File: config.mk
export PLATFORM = sky130hd
export DESIGN_NAME = lut_iter_sequencer
export DESIGN_NICKNAME = d
export VERILOG_FILES = /design/src/rtl/lut_iter_sequencer.sv
export SDC_FILE = /design/constraint.sdc
export NUM_CORES = 1
export LEC_CHECK = 0
export ABC_AREA = 0
export CORE_ASPECT_RATIO = 0.6
export CORE_MARGIN = 5
export CORE_UTILIZATION = 34
export DETAILED_ROUTE_END_ITERATION = 7
export GPL_TIMING_DRIVEN = 0
export HOLD_SLACK_MARGIN = 0.05
export PLACE_DENSITY = 0.87
export SETUP_SLACK_MARGIN = 0.05
export SKIP_CTS_REPAIR_TIMING = 1
export SLEW_MARGIN = 10
export SYNTH_ARGS = -nofsm -noshare
export SYNTH_HDL_FRONTEND = slang
export SYNTH_SLANG_ARGS = --single-unit
File: constraint.sdc
create_clock -name clk -period 2.15 [get_ports clk]
set_clock_uncertainty 0.15 [all_clocks]
set_input_delay 0.5375 -clock clk [delete_from_list [all_inputs] [get_ports clk]]
set_output_delay 0.5375 -clock clk [all_outputs]
set_load 0.1 [all_outputs]
File: src/rtl/lut_iter_sequencer.sv
// Iteration sequencer for LUT recurrences: owns lane state, commits a_next/b_next every UPDATE_LAT cycles.
// Optional early exit on a fixed point is enabled by defining SEQ_EARLY_EXIT_EN.
module lut_iter_sequencer #(
  parameter int REG_WIDTH  = 16,
  parameter int VECTOR     = 4,
  parameter int ITER_WIDTH = 8,
  parameter int UPDATE_LAT = 1
) (
  input  logic                  clk,
  input  logic                  rst_n,
  input  logic                  start_valid,
  output logic                  start_ready,
  input  logic [REG_WIDTH-1:0]  init_a [VECTOR],
  input  logic [REG_WIDTH-1:0]  init_b [VECTOR],
  input  logic [ITER_WIDTH-1:0] num_iter,
  output logic [REG_WIDTH-1:0]  a_cur  [VECTOR],
  output logic [REG_WIDTH-1:0]  b_cur  [VECTOR],
  input  logic [REG_WIDTH-1:0]  a_next [VECTOR],
  input  logic [REG_WIDTH-1:0]  b_next [VECTOR],
  output logic                  step,
  input  logic                  abort,
  output logic                  result_valid,
  input  logic                  result_ready,
  output logic [ITER_WIDTH-1:0] iters_done,
  output logic                  converged
);

  localparam int LAT_W = (UPDATE_LAT > 1) ? $clog2(UPDATE_LAT) : 1;
  localparam logic [LAT_W-1:0] LAT_RELOAD = LAT_W'(UPDATE_LAT - 1);

  typedef enum logic [1:0] {
    IDLE,
    RUN,
    DONE
  } state_t;

  state_t                r_state;
  state_t                w_next_state;
  logic [REG_WIDTH-1:0]  r_a [VECTOR];
  logic [REG_WIDTH-1:0]  r_b [VECTOR];
  logic [LAT_W-1:0]      r_lat_cnt;
  logic [ITER_WIDTH-1:0] r_remaining;
  logic [ITER_WIDTH-1:0] r_iters;

`ifdef SEQ_EARLY_EXIT_EN
  logic r_converged;
  logic w_converge;

  // Fixed point: the datapath would not change any lane this step.
  always_comb begin
    w_converge = 1'b1;
    for (int i = 0; i < VECTOR; i++) begin
      if (a_next[i] != r_a[i] || b_next[i] != r_b[i]) begin
        w_converge = 1'b0;
      end
    end
  end

  assign converged = r_converged;
`else
  assign converged = 1'b0;
`endif

  always_ff @(posedge clk or negedge rst_n) begin
    if (!rst_n) begin
      r_state <= IDLE;
    end else begin
      r_state <= w_next_state;
    end
  end

  always_comb begin
    w_next_state = r_state;
    case (r_state)
      IDLE: begin
        if (start_valid) begin
          w_next_state = (num_iter == '0) ? DONE : RUN;
        end
      end
      RUN: begin
        if (abort) begin
          w_next_state = IDLE;
        end else if (step) begin
          if (r_remaining == ITER_WIDTH'(1)) begin
            w_next_state = DONE;
          end
`ifdef SEQ_EARLY_EXIT_EN
          else if (w_converge) begin
            w_next_state = DONE;
          end
`endif
        end
      end
      DONE: begin
        if (abort || result_ready) begin
          w_next_state = IDLE;
        end
      end
      default: w_next_state = IDLE;
    endcase
  end

  // abort suppresses the commit, so step is gated here rather than in the datapath.
  always_comb begin
    start_ready  = 1'b0;
    result_valid = 1'b0;
    step         = 1'b0;
    case (r_state)
      IDLE:    start_ready  = 1'b1;
      RUN:     step         = (r_lat_cnt == '0) && !abort;
      DONE:    result_valid = 1'b1;
      default: ;
    endcase
  end

  always_ff @(posedge clk or negedge rst_n) begin
    if (!rst_n) begin
      for (int i = 0; i < VECTOR; i++) begin
        r_a[i] <= '0;
        r_b[i] <= '0;
      end
      r_lat_cnt   <= '0;
      r_remaining <= '0;
      r_iters     <= '0;
`ifdef SEQ_EARLY_EXIT_EN
      r_converged <= 1'b0;
`endif
    end else if (r_state == IDLE && start_valid) begin
      for (int i = 0; i < VECTOR; i++) begin
        r_a[i] <= init_a[i];
        r_b[i] <= init_b[i];
      end
      r_lat_cnt   <= LAT_RELOAD;
      r_remaining <= num_iter;
      r_iters     <= '0;
`ifdef SEQ_EARLY_EXIT_EN
      r_converged <= 1'b0;
`endif
    end else if (r_state == RUN && !abort) begin
      if (step) begin
        for (int i = 0; i < VECTOR; i++) begin
          r_a[i] <= a_next[i];
          r_b[i] <= b_next[i];
        end
        r_lat_cnt   <= LAT_RELOAD;
        r_remaining <= r_remaining - 1'b1;
        r_iters     <= r_iters + 1'b1;
`ifdef SEQ_EARLY_EXIT_EN
        if (w_converge) begin
          r_converged <= 1'b1;
        end
`endif
      end else begin
        r_lat_cnt <= r_lat_cnt - 1'b1;
      end
    end
  end

  assign a_cur      = r_a;
  assign b_cur      = r_b;
  assign iters_done = r_iters;

endmodule

**After elaboration in Yosys (flattened, before gate mapping)**

Cells that the tools add are included.

- Flip-flop bits (word level): 147
- Input bits: 269
- Output and inout bits: 140

- Add/sub/neg operators: 3
- Eq/ne operators: 7
- Mux-type cells: 25
- Bitwise gates (word level): 1
- Reduce and logical (&&, ||, !) cells: 11

Operators by type and width:

| kind | count |
|---|---|
| $mux W64 | 6 |
| $mux W8 | 6 |
| $mux W2 | 6 |
| $add A8 B1 Y8 const B | 1 |
| $eq A8 B1 Y1 const B | 1 |
| $logic_not A8 Y1 | 1 |
| $sub A8 B1 Y8 const B | 1 |
| $mux W1 | 6 |
| $ne A3 B3 Y1 const B | 2 |
| $pmux W2 S3 | 1 |
| $ne A2 B2 Y1 const B | 2 |
| $reduce_and A4 Y1 | 1 |
| $reduce_bool A2 Y1 | 2 |
| $logic_and A1 B1 Y1 | 3 |
| $eq A2 B1 Y1 const B | 1 |
| $eq A2 B2 Y1 const B | 1 |
| $logic_not A2 Y1 | 1 |
| $reduce_and A2 Y1 | 1 |
| $logic_not A1 Y1 | 1 |
| $logic_or A1 B1 Y1 | 1 |
| $not A1 Y1 | 1 |
| $sub A1 B1 Y1 const B | 1 |

**Logic depth before layout (Yosys ltp)**

- Depth after elaboration: 6
- Depth in mapped cells: 7

**Least setup slack after synthesis**

OpenSTA, ideal clock, no wires.

- Path kind: register to output
- Start point: register r_state[0]
- End point: output result_valid
- Data arrival time: 1869 ps
- Required time: 1462 ps
- Path slack: -406 ps
- Stages on the path, launching flop included: 3
- Path buffers: 1
- Cell sequence: dfrtp_1 buf_2 nor2b_1

- Longest elaborated chain between the ends: 2

RTL lines:

| item | line | RTL |
|---|---|---|
| start, declared | 37 | `state_t r_state;` |
| start signal, assigned | 68 | `r_state <= w_next_state;` |
| $eq A2 B2 Y1 | 108 | `case (r_state)` |
| $mux W1 | 108 |  |
| end, declared | 22 | `output logic result_valid,` |

Every way passes these cells.

**Worst setup path after layout**

- Start point: register r_state[0]
- End point: output step

- Longest elaborated chain between the ends: 2

RTL lines:

| item | line | RTL |
|---|---|---|
| $eq A2 B1 Y1 | 108 |  |
| $mux W1 | 108 |  |
| end, declared | 20 | `output logic step,` |

Every way passes these cells.

==> summary.txt <==
Clocking
  – CTS buffer count: 17
  – Clock transition at path regs: 60 ps
  – CTS tree: built
  – Root Buffer: clkbuf_16
  – Clock Tree Buf Depth: 2
  – Worst-skew pair later-pin latency: around 430 ps
  – H-tree depth: 4
  – CTS Sinks: around 150

Setup path
  – Critical path class: register to output port
  – Critical Path RT: about 1500 ps
  – Crit path arrival time: between 1500 and 2000 ps
  – Critical Path Max Stage Delay: about 520 ps
  – Worst setup EP type: output port
  – CP startpoint kind: register
  – Worst Path Max Fanout: 10
  – CP cell instances: buf_4 > or4b_4 > inv_4 > buf_12 > buf_12 > buf_12
  – CP max stage cell: or4b_4
  – Critical path's most frequent cell: buf_12

Timing
  – Setup violations, final: 7
  – Final Hold Viols: 0
  – RSZ-0062 raised after global routing: true
  – Fin crit period: around 2600 ps
  – Fmax: around 380 MHz
  – Slew @ Worst Pin: 597 ps
  – Period utilization: 1.23
  – Pins Over Slew Limit: 0
  – Worst Setup Slack, final: -495 ps
  – Max_slew headroom: 0.604

Global routing
  – Overall Global Routing Usage: 0.238
  – Initial antenna violation count: 1
  – First-pass GRT wire length: roughly 43000 um
  – Vias in the first global route: 7716
  – Largest net degree at the start of global routing: roughly 100
  – Gr ovfl total: 0

Synthesis
  – Yosys reg bits: roughly 150
  – Top cell type's share of synthesized area: 0.542
  – Mapped Area: 6790 sq um
  – Top-count cell post-synth: nand2_1
  – Post-synth top flop: dfrtp_1
  – Ys async rst share: 1.00
  – Warnings, synthesis: 0
  – Synth area leader: dfrtp_1
  – Syn avg cell area: 8.41 sq um
  – Post-synth cell types: 39
  – Syn nets: 1079
  – Sequential cell area fraction in the yosys report: 0.542
  – Area contributors post-synth: dfrtp_1 54%, nand2_1 15%, a31oi_1 12%
  – Synth cell count leaders: 269 x nand2_1, 147 x dfrtp_1, 140 x nor2_1, 129 x a31oi_1, 41 x clkbuf_1
  – Post-synth EDFFs: 0
  – Syn Inst Count: 807

Drt
  – # DRC: 0
  – Routed vias/inst: 5.05
  – DR pass1 iterations: 5
  – Detailed Route WL: 29200 um
  – DRT iter0 DRCs: 536
  – Post-route ant nets: 0
  – Vias: 7781
  – WL/cell: 18.9 um

Cells and area
  – Layout cells sized above 1: 0.225
  – Post-route cell area: 11800 sq um
  – Final net count: 1525
  – Syn-to-layout area delta: 73.6%

Place
  – HPWL after DPL: 21500 um
  – Port bufs: 407
  – RD Place Congestion: 0.835
  – Placed inst area: 11300 sq um

Die
  – Die X: 192 um
  – Initial Util: 0.342
  – Core area: 19800 sq um
  – Num rows: 40
  – Die H: 119 um
  – Io pins: roughly 410
  – Die footprint: 23000 sq um

Min path
  – Hold Path Class: register to register

Flow run
  – Max-cap viol count: 0

Outcome
  – Failing checks: setup timing
  – Outcome: finished, violations left
-- state kept, by name, indices dropped and copies added, names as in the netlist --
register	count
r_lat_cnt	1
r_state	2
b_cur	64
a_cur	64
iters_done	8
r_remaining	8
-- kinds of logic (layout without fill, tap and decap cells) --
kind of cell	after synthesis	in the layout	synth area share
XOR/XNOR	6	6	0.00774
adder cells (fa/ha/maj)	3	3	0.00553
AND/OR/NAND/NOR	433	433	0.255
multiplexers	2	2	0.00313
flip-flops	147	147	0.542
buffers and inverters	66	525	0.0457
other	1	2	0.000553
AO/OA/AOI/OAI	149	149	0.140
-- cell type report --
cell class	count	area [sq um]
antenna	1	2.50
buffer	63	494
tap	273	342
fill	1707	8040
multi-input combinational	594	2950
clock buffer	19	453
timing repair buffer	427	3620
sequential	147	3680
inverter	3	13.8
clock inverter	13	226
-- critical path: cells and delay by family (launching register included) --
family / cells / cell delay [ps]
DFF: 1 / 340
buffers and inverters: 5 / 660
and+or+nand+nor: 1 / 520
-- routing by layer --
metal,GRT usage,part of all wire,vias up
li1,-,-,3604
met1,0.299,0.39,3764
met2,0.387,0.48,367
met3,0.0794,0.099,46
met5,0,0,-
met4,0.0766,0.022,0
-- cells in the final DEF (no fill, tap or decap), drive strengths merged, types with 6 or more instances in the layout --
cell type,n
clkdlybuf4s50,265
clkbuf,175
nand2,269
inv,6
dfrtp,147
bufinv,6
buf,66
nor2,140
a31oi,129
o21ai,7
-- stage by stage --
stage | util | worst slack (ps) | instances | TNS, ps | hold slack (ps)
floorplan | - | -6.86 | 807 | -6.86 | 91.9
global placement | 0.566 | -5710 | 1487 | -955550 | 362
detailed placement | 0.568 | -1750 | 1488 | -126730 | 319
CTS | 0.602 | -1750 | 1520 | -126200 | -135
global route | 0.595 | -553 | 1540 | -3290 | 406
finish | 0.595 | -495 | 1540 | -1760 | 389
-- worst paths after layout --
| kind | end | slack (ps) | from | cells past startpoint |
|---|---|---|---|---|
| max | step | -500 | r_state[0] | 6 |
| min | iters_done[5] | 390 | iters_done[5] | 1 |
| min reg2reg | iters_done[5] | 390 | iters_done[5] | 1 |
| max in group asynchronous | a_cur[7] | 550 | rst_n | 3 |
| min in group asynchronous | b_cur[17] | 470 | rst_n | 2 |
| max reg2reg | r_remaining[5] | -380 | r_state[0] | 11 |
Power is left out: the tool's default activity adds up to more than one toggle a clock period on the data nets, which glitch-free logic cannot reach.
